## config.mk

```make
export PLATFORM = sky130hd
export DESIGN_NAME = ddr3_traffic_gen
export DESIGN_NICKNAME = d
export VERILOG_FILES = /design/src/rtl/ddr3_traffic_gen.sv
export SDC_FILE = /design/constraint.sdc
export NUM_CORES = 1
export LEC_CHECK = 0
export ABC_CLOCK_PERIOD_IN_PS = 4140
export CAP_MARGIN = 0
export CORE_AREA = 2 2 132 134
export CTS_CLUSTER_DIAMETER = 100
export DETAILED_ROUTE_END_ITERATION = 10
export DIE_AREA = 0 0 134 136
export PLACE_DENSITY_LB_ADDON = 0.1
export SLEW_MARGIN = 25
export SYNTH_ARGS = -nofsm -noshare
export SYNTH_HDL_FRONTEND = slang
export SYNTH_SLANG_ARGS = --single-unit
```

## constraint.sdc

```tcl
create_clock -name clk -period 4.14 [get_ports clk]
set_input_delay 1.035 -clock clk [delete_from_list [all_inputs] [get_ports clk]]
set_output_delay 1.035 -clock clk [all_outputs]
set_load 0.01 [all_outputs]
```

## src/rtl/ddr3_traffic_gen.sv

```systemverilog
// Write/read-back traffic generator for the DDR3 controller application interface.
// Define DDR3_TG_PRBS_EN to replace the incrementing pattern with a 32-bit Galois LFSR.
module ddr3_traffic_gen #(
  parameter int                    ADDR_WIDTH   = 28,
  parameter int                    DATA_WIDTH   = 128,
  parameter int                    NUM_BURSTS   = 16,
  parameter logic [ADDR_WIDTH-1:0] BASE_ADDR    = '0,
  parameter logic [31:0]           PATTERN_SEED = 32'hA5A5_0000
) (
  input  logic                    clk,
  input  logic                    rst,
  input  logic                    start,
  input  logic                    init_calib_complete,
  output logic [2:0]              app_cmd,
  output logic                    app_cmd_en,
  output logic [ADDR_WIDTH-1:0]   app_addr,
  input  logic                    app_cmd_rdy,
  output logic [DATA_WIDTH-1:0]   app_wdf_data,
  output logic                    app_wdf_wren,
  output logic                    app_wdf_end,
  output logic [DATA_WIDTH/8-1:0] app_wdf_mask,
  input  logic                    app_wdf_rdy,
  input  logic [DATA_WIDTH-1:0]   app_rd_data,
  input  logic                    app_rd_data_valid,
  output logic                    busy,
  output logic                    done,
  output logic                    pass,
  output logic [15:0]             err_cnt,
  output logic [3:0]              show_data,
  output logic [2:0]              state_dbg
);

  // Handshakes: a command transfers on a cycle where app_cmd_en && app_cmd_rdy,
  // a write beat where app_wdf_wren && app_wdf_rdy; offered values stay put until then.
  localparam int                IDX_W    = 17;
  localparam int                REP      = DATA_WIDTH / 32;
  localparam logic [IDX_W-1:0]  N        = IDX_W'(NUM_BURSTS);
  localparam logic [IDX_W-1:0]  LAST     = N - 17'd1;
  localparam logic [2:0]        CMD_WR   = 3'b000;
  localparam logic [2:0]        CMD_RD   = 3'b001;

  typedef enum logic [2:0] {IDLE, WRITE, READ, DRAIN, FINISH} state_t;
  state_t state, state_nxt;

  logic             start_d;
  logic [IDX_W-1:0] wr_idx, wrd_idx, rd_idx, chk_idx;
  logic             pass_q;
  logic [31:0]      wr_word, chk_word;
  logic             accept, cmd_hs, wdf_hs, rd_beat, beat_bad;

  function automatic logic [ADDR_WIDTH-1:0] burst_addr(input logic [IDX_W-1:0] idx);
    return BASE_ADDR + ADDR_WIDTH'({idx, 3'b000});
  endfunction

  assign accept   = (state == IDLE) && start && !start_d && init_calib_complete;
  assign cmd_hs   = app_cmd_en && app_cmd_rdy;
  assign wdf_hs   = app_wdf_wren && app_wdf_rdy;
  assign rd_beat  = app_rd_data_valid && (state == READ || state == DRAIN) && (chk_idx < N);
  assign beat_bad = (app_rd_data != {REP{chk_word}});

  always_comb begin
    state_nxt    = state;
    app_cmd      = CMD_WR;
    app_cmd_en   = 1'b0;
    app_addr     = '0;
    app_wdf_wren = 1'b0;
    app_wdf_data = '0;
    case (state)
      IDLE: if (accept) state_nxt = WRITE;
      WRITE: begin
        if (wr_idx < N) begin
          app_cmd_en = 1'b1;
          app_addr   = burst_addr(wr_idx);
        end
        if (wrd_idx < N) begin
          app_wdf_wren = 1'b1;
          app_wdf_data = {REP{wr_word}};
        end
        if (wr_idx == N && wrd_idx == N) state_nxt = READ;
      end
      READ: begin
        app_cmd    = CMD_RD;
        app_cmd_en = 1'b1;
        app_addr   = burst_addr(rd_idx);
        if (app_cmd_rdy && rd_idx == LAST) state_nxt = DRAIN;
      end
      DRAIN: if (chk_idx == N || (rd_beat && chk_idx == LAST)) state_nxt = FINISH;
      FINISH: state_nxt = IDLE;
      default: state_nxt = IDLE;
    endcase
  end

  always_ff @(posedge clk) begin
    if (rst) begin
      state     <= IDLE;
      start_d   <= 1'b0;
      wr_idx    <= '0;
      wrd_idx   <= '0;
      rd_idx    <= '0;
      chk_idx   <= '0;
      err_cnt   <= '0;
      pass_q    <= 1'b0;
      show_data <= '0;
    end else begin
      state   <= state_nxt;
      start_d <= start;
      if (accept) begin
        wr_idx  <= '0;
        wrd_idx <= '0;
        rd_idx  <= '0;
        chk_idx <= '0;
        err_cnt <= '0;
      end
      if (state == WRITE && cmd_hs) wr_idx <= wr_idx + 17'd1;
      if (wdf_hs) wrd_idx <= wrd_idx + 17'd1;
      if (state == READ && cmd_hs) rd_idx <= rd_idx + 17'd1;
      if (rd_beat) begin
        chk_idx   <= chk_idx + 17'd1;
        show_data <= app_rd_data[3:0];
        if (beat_bad && err_cnt != 16'hFFFF) err_cnt <= err_cnt + 16'd1;
      end
      if (state == FINISH) pass_q <= (err_cnt == 16'd0);
    end
  end

`ifdef DDR3_TG_PRBS_EN
  logic [31:0] wr_lfsr, chk_lfsr;

  // Right-shifting Galois form of x^32 + x^22 + x^2 + x + 1.
  function automatic logic [31:0] lfsr_next(input logic [31:0] s);
    return {1'b0, s[31:1]} ^ (s[0] ? 32'h8020_0003 : 32'h0);
  endfunction

  always_ff @(posedge clk) begin
    if (rst) begin
      wr_lfsr  <= PATTERN_SEED;
      chk_lfsr <= PATTERN_SEED;
    end else if (accept) begin
      wr_lfsr  <= PATTERN_SEED;
      chk_lfsr <= PATTERN_SEED;
    end else begin
      if (wdf_hs)  wr_lfsr  <= lfsr_next(wr_lfsr);
      if (rd_beat) chk_lfsr <= lfsr_next(chk_lfsr);
    end
  end

  assign wr_word  = wr_lfsr;
  assign chk_word = chk_lfsr;
`else
  assign wr_word  = PATTERN_SEED + 32'(wrd_idx);
  assign chk_word = PATTERN_SEED + 32'(chk_idx);
`endif

  assign app_wdf_end  = app_wdf_wren;
  assign app_wdf_mask = '0;
  assign busy         = (state == WRITE) || (state == READ) || (state == DRAIN);
  assign done         = (state == FINISH);
  assign pass         = done ? (err_cnt == 16'd0) : pass_q;
  assign state_dbg    = state;

endmodule

```

==> results of run 1 <==
Yosys cell counts (all sizes together) (2+ instances only):
master and number:
o22ai 3, and3 16, ha 9, and4 2, a311oi 4, nor4b 4
nor2b 3, nor2 53, inv 11, nor3b 3, nor4 21, and2 53
a221oi 2, nand2 43, a21oi 32, a31oi 5, buf 156, xor2 9
o211ai 3, nor4bb 12, mux2i 6, nand3 27, o311ai 2, xnor2 12
dfxtp 93, nand3b 3, a211oi 8, o21ai 13, a2bb2oi 3, or4 7
nor3 29, a21o 5, or2 3, clkbuf 21, a41oi 2, a211o 10
nand4 25, or3 14, nand2b 7, a22o 4, a22oi 2
how the worst max path moves through the flow:
stage	endpoint	from
global route	app_wdf_data[33]	wrd_idx[11]$_SDFFE_PP0P_
detailed placement	err_cnt[8]$_SDFF_PP0_	app_rd_data[14]
CTS	app_addr[5]	wr_idx[7]$_SDFFE_PP0P_
floorplan	app_wdf_data[114]	state_dbg[1]$_SDFFE_PP0P_
global placement	err_cnt[7]$_SDFF_PP0_	app_rd_data[14]
finish	app_addr[5]	wr_idx[7]$_SDFFE_PP0P_
area by class of cell:
cell class | instances | area (µm²) | share of cell area, %
inverter | 11 | 41.3 | 0.507
timing repair buffer | 239 | 2360 | 29.0
multi-input combinational | 575 | 3300 | 40.4
tap | 225 | 282 | 3.46
clock buffer | 9 | 225 | 2.76
clock inverter | 7 | 80.1 | 0.983
sequential | 93 | 1860 | 22.9
layer usage:
| layer | GRT usage (%) | part of all wire [%] | up-vias |
|---|---|---|---|
| met5 | 0 | 0 | - |
| met4 | 3.90 | 0.88 | 0 |
| met3 | 3.88 | 5.9 | 12 |
| met2 | 27.5 | 46 | 181 |
| met1 | 22.9 | 47 | 2451 |
| li1 | - | - | 2758 |
logic make-up (layout without fill, tap and decap cells):
| logic type | after synthesis | in the layout |
|---|---|---|
| AND/OR/NAND/NOR | 327 | 327 |
| XOR/XNOR | 21 | 21 |
| adder cells (fa/ha/maj) | 9 | 9 |
| multiplexers | 7 | 7 |
| AO/OA/AOI/OAI | 102 | 102 |
| other | 1 | 109 |
| flip-flops | 93 | 93 |
| buffers and inverters | 188 | 266 |
cell usage in the layout, fill, tap and decap left out, types with 8 or more instances in the layout:
cell	instances
and2_1	51
nand3_1	27
xor2_1	9
or3_1	14
a21oi_1	32
ha_1	9
xnor2_1	12
buf_4	10
a211oi_1	8
nor3_1	28
nor2_1	52
nor4bb_1	12
o21ai_0	13
nor4_1	20
dfxtp_1	93
and3_1	16
clkdlybuf4s50_1	228
clkbuf_16	9
nand2_1	43
a211o_1	10
conb_1	109
nand4_1	25
inv_1	11
worst max-delay path: cells and delay by family (launching register included):
family / cells / cell delay [ns]
AND/OR/NAND/NOR: 3 / 1.06
buffers and inverters: 1 / 0.54
flip-flops: 1 / 0.32
AO/OA/AOI/OAI: 1 / 0.24
report_power, final:
group	leakage (nW)	internal, mW	total, mW	switching [mW]
registers	0.749	0.899	0.907	0.00817
logic	2.25	0.203	0.374	0.171
clock network	0.143	0.476	0.843	0.368
registers in the layout, indices dropped and copies added (netlist names):
register   count
chk_idx       17
err_cnt       16
pass_q         1
rd_idx        17
show_data      4
start_d        1
state_dbg      3
wr_idx        17
wrd_idx       17
==> flow_summary.ini, run 1 <==
[status]
run_status = completed

[layout]
n_antenna_cell = 0
design_area_um2 = 8150
finalNonFillerCells = 1159
fillers = 1675
post_route_cells_drive_above_1_share_pct = 3.85
post-route-util_pct = 48.3
areaGrowthSynthToFinish_pct = 34.8
finalNetCount = 1073

[placement]
pre_cts_ws_ns = 0.396
dp.final_hpwl_um = 12600
dp_cells = 1143
placement.io_buffers = 229
gpl.final_weighted_congestion = 0.768
placedInstanceArea_um2 = 7840

[clocking]
clock_tree.root_cell = clkbuf_16
clock_insertion_delay_worst_skew_ns = 0.34
cts_resizes = 0
cts_inserted_buffers = 9
postCtsSetupBuffers = 0
clock_tree_from_tritoncts = done
cts.sink_count = 93
h-tree-depth = 3
clk_pin_slew_ns = 0.07
hold_buffers = 0
clockBufferDepth = 2

[detailed_routing]
detailedRoute.firstPassIterationCount = 4
avgViaCountPerCell = 4.66
antenna_violating_nets_post_route = 0
route.detailed.wl_per_inst_um = 13.8
drc_errors = 0
drt_first_iter_violations = 256
route.final.wire_length_um = 16000
detailroute.via_count = 5402

[timing]
final_critical_path_share_of_the_clock_period_pct = 85.4
finalHoldViolations = 0
final-max-slew-violation-count = 0
whs_ns = 0.458
finalClockSkew_ns = 0.00682
slew_headroom_pct = 43.2
final_min_period_ns = 3.54
finalSetupViolCount = 0
fmax_ghz = 0.283
tns_ns = 0
layout_setup_ws_ns = 0.603
grt_setup_unrepaired = false
worst_slew_pin_slew_ns = 0.852

[critical_path]
cp.required_ns = 3.11
worst-endpoint-arrival_ns = 2.50
startpoint_type = flip-flop
timing.rr.start = state_dbg[0]$_SDFFE_PP0P_
crit_chain = nor4_1 -> nand3_1 -> nor3_1 -> a22o_1 -> clkdlybuf4s50_1
ff2ff_path_depth = 7
max_stage_delay_ns = 0.60
reg2reg_setup_slack_ns = 1.39
critical-path-slowest-cell = nor3_1
cp_max_fo = 7
endpoint_class_of_the_critical_path = output port
critical_path_class = reg2out
regToRegEndpoint = rd_idx[13]$_SDFFE_PP0P_

[floorplanning]
rows = 48
num_io_pins = 339
die_h_um = 136
die_area_um2 = 18200
die_span_in_x_um = 134
floorplan.initialDensity_pct = 35.8
core_area_um2 = 16900

[logic_synthesis]
synth_cell_types = 54
synth_top_cell_by_area = dfxtp_1
synth_simple_gate_area_share_pct = 30.2
adder_and_majority_gate_portion_of_the_synthesized_area_pct = 1.86
synth_enable_flop_cells = 0
synth_xor_xnor_area_share_pct = 3.04
synth-seq-area-share_pct = 30.8
yosysWarnings = 0
mappedNetlistArea_um2 = 6050
synth_compound_area_share_pct = 11.3
post_synth.cell_area_avg_um2 = 8.08
synth.ff_latch_count = 93
synth_mux_area_share_pct = 1.18
post-synth-top-area-fraction_pct = 30.8
post_synth_inst_count = 748
synthTopCellsByArea = dfxtp_1 (31%), buf_4 (19%), and2_1 (5.3%), nor2_1 (3.2%), nand2_1 (2.7%)
main_combinational_cell_family_by_area_after_synthesis = simple AND/OR/NAND/NOR gates
leading_register_cell_type_out_of_synthesis = dfxtp_1
synth_async_sr_flop_share_pct = 0

[min_path]
worst_hold_startpoint = wrd_idx[5]$_SDFFE_PP0P_
hold_class = reg2reg
hold_path_depth = 1
worst_hold_path_endpoint = wrd_idx[5]$_SDFFE_PP0P_

[grt]
globalRouteOverflowTotal = 0
grt_util_all_layers_pct = 17.0
initial_antenna_violation_count = 0
maximum_number_of_pins_on_one_net_before_global_route_repair = 42
grt_first_pass_wirelength_um = 24600
first_global_vias = 4816

[job]
timing.max_cap.violations = 0

[power_and_ir_drop]
power_per_cell_area_nw_per_um2 = 261
vdd_drop_max_mv = 0.226
power.leakage_nw = 3.15
p_total_mw = 2.12
Power figures use the tool's default switching activity.
==> run 2, diff against run 1 <==
--- a/config.mk
+++ b/config.mk
@@ -5,12 +5,12 @@
 export SDC_FILE = /design/constraint.sdc
 export NUM_CORES = 1
 export LEC_CHECK = 0
-export ABC_CLOCK_PERIOD_IN_PS = 4140
+export ABC_CLOCK_PERIOD_IN_PS = 4600
 export CAP_MARGIN = 0
-export CORE_AREA = 2 2 132 134
+export CORE_AREA = 2 2 131 133
 export CTS_CLUSTER_DIAMETER = 100
 export DETAILED_ROUTE_END_ITERATION = 10
-export DIE_AREA = 0 0 134 136
+export DIE_AREA = 0 0 133 135
 export PLACE_DENSITY_LB_ADDON = 0.1
 export SLEW_MARGIN = 25
 export SYNTH_ARGS = -nofsm -noshare
==> constraint.sdc (replaced) <==
create_clock -name clk -period 4.6 [get_ports clk]
set_input_delay 1.15 -clock clk [delete_from_list [all_inputs] [get_ports clk]]
set_output_delay 1.15 -clock clk [all_outputs]
set_load 0.01 [all_outputs]
==> run 2 against run 1 <==
Compared with the run above:
- flip-flop and latch count stayed put
- hold slack better by 0.0019 ns
- cell count is 0.78% lower
- wire length is 3.1% lower
- non-clock buffer count is 4 lower
- sequential power is 9.9% lower
- count of clock-buffer cells in the layout is 1 higher
- clock skew is 0.0012 ns higher
- combinational power is 11% lower
- largest cell class unchanged
==> flow_summary.ini, run 2 (synthesis results as in run 1) <==
[detailed_routing]
detailroute.via_count = 5425
drt_first_iter_violations = 264
m1WireLength_um = 6870
drc_errors = 0
routed-wl-met3_um = 1070
route.final.wire_length_um = 15500
dr.max_layer_used = met4
detailedRoute.firstPassIterationCount = 4
detailroute.wirelength.met2_um = 7300
route.detailed.wl_per_inst_um = 13.5
avgViaCountPerCell = 4.72
antenna_violating_nets_post_route = 0

[timing]
fmax_ghz = 0.267
tns_ns = 0
finalClockSkew_ns = 0.00801
final-max-slew-violation-count = 0
grt_setup_unrepaired = false
final_critical_path_share_of_the_clock_period_pct = 81.6
finalSetupViolCount = 0
finalHoldViolations = 0
slew_headroom_pct = 42.7
worst_slew_pin_slew_ns = 0.852
final_min_period_ns = 3.75

[floorplanning]
die_area_um2 = 18000
rows = 47
num_io_pins = 339
core_area_um2 = 16400
floorplan.initialDensity_pct = 36.8
die_h_um = 135
die_span_in_x_um = 133

[critical_path]
cp.required_ns = 3.45
worst-endpoint-arrival_ns = 2.60
critical_path_class = reg2out
endpoint_class_of_the_critical_path = output port
cp_max_fo = 5
startpoint_type = flip-flop

[clocking]
clk_pin_slew_ns = 0.07
postCtsSetupBuffers = 0
cts_resizes = 0
h-tree-depth = 3
cts.sink_count = 93
clock_tree.root_cell = clkbuf_16
clock_tree_from_tritoncts = done
clockBufferDepth = 2
hold_buffers = 0
clock_insertion_delay_worst_skew_ns = 0.34
cts_inserted_buffers = 9

[layout]
n_antenna_cell = 0
mostFrequentLayoutCell = clkdlybuf4s50_1
post-route-util_pct = 49.5
post_route_cells_drive_above_1_share_pct = 3.33
layout.cells.most_common_list = clkdlybuf4s50_1 (228), conb_1 (109), dfxtp_1 (93)
finalNetCount = 1069
areaGrowthSynthToFinish_pct = 34.4

[job]
timing.max_cap.violations = 0

[grt]
initial_antenna_violation_count = 0
first_global_vias = 4985
maximum_number_of_pins_on_one_net_before_global_route_repair = 42
grt_util_all_layers_pct = 16.9
globalRouteOverflowTotal = 0
grt_first_pass_wirelength_um = 24600

[placement]
gpl.final_weighted_congestion = 0.808
dp.final_hpwl_um = 12200
placement.io_buffers = 229

[power_and_ir_drop]
power.net_switching_mw = 0.473
seq_power_share_pct = 42.2
power.combinational.fraction_pct = 17.1
vdd_drop_max_mv = 0.234
power.share.clock_pct = 40.7
power_per_cell_area_nw_per_um2 = 239
switching_share_pct = 24.4
cell_internal_pwr_mw = 1.46
power.leakage_nw = 3.13

[status]
run_status = completed

[min_path]
hold_class = reg2reg
## run 2: cell types whose count changed in the layout (fill, tap and decap cells not counted)
cell	before	now
buf_4	10	6
inv_6	3	0
bufinv_16	1	2
clkbuf_1	0	1
clkinv_2	0	1
clkinv_4	1	0
clkinvlp_4	2	3
## run 2: power by group through the flow
stage                     logic, mW  registers, mW  clock network (mW)
after global routing          0.361          0.818               0.847
final                         0.331          0.817               0.790
after detailed placement      0.331          0.836                   0
after global placement        0.331          0.835                   0
after CTS                     0.333          0.817               0.817
after floorplan               0.233          0.833                   0
## run 2: layout make-up
cell class / count / area (µm²)
Fill cell: 1602 / 8280
Clock inverter: 6 / 87.6
Sequential cell: 93 / 1860
Timing Repair Buffer: 235 / 2330
Inverter: 11 / 41.3
Multi-Input combinational cell: 575 / 3300
Clock buffer: 10 / 229
Tap cell: 220 / 275
## run 2: per-layer routing
layer  up-vias  global-route usage [%]
met1      2438                    21.4
met4         0                    5.38
met3        24                    4.05
met2       221                    28.5
met5         -                       0
li1       2742                       -
## run 2: path summary, 6_finish.rpt
path / start / to / slack, ns / cells after the start
max: wrd_idx[11]$_SDFFE_PP0P_ / app_wdf_data[64] / 0.85 / 4
min: wr_idx[11]$_SDFFE_PP0P_ / wr_idx[11]$_SDFFE_PP0P_ / 0.46 / 1
max reg2reg: state_dbg[2]$_SDFFE_PP0P_ / rd_idx[13]$_SDFFE_PP0P_ / 1.89 / 7
min reg2reg: wr_idx[11]$_SDFFE_PP0P_ / wr_idx[11]$_SDFFE_PP0P_ / 0.46 / 1
## run 2: metrics by stage
| step | setup WS (ns) | total power, mW | area (µm²) | instances | hold slack [ns] |
|---|---|---|---|---|---|
| 2_1_floorplan | 0.578 | 1.07 | 6450 | 856 | 0.430 |
| 3_3_place_gp | 0.826 | 1.17 | 7810 | 1134 | 0.443 |
| 3_5_place_dp | 0.805 | 1.17 | 7810 | 1134 | 0.446 |
| 4_1_cts | 0.825 | 1.97 | 8120 | 1150 | 0.464 |
| 5_1_grt | 0.671 | 2.03 | 8120 | 1150 | 0.473 |
| 6_report | 0.849 | 1.94 | 8120 | 1150 | 0.460 |
## run 2: critical path: stages, from the launching register on
cell	delay, ns
dfxtp_1	0.31
nor4_1	0.31
nand3_1	0.25
nor4_1	0.70
clkdlybuf4s50_1	0.68
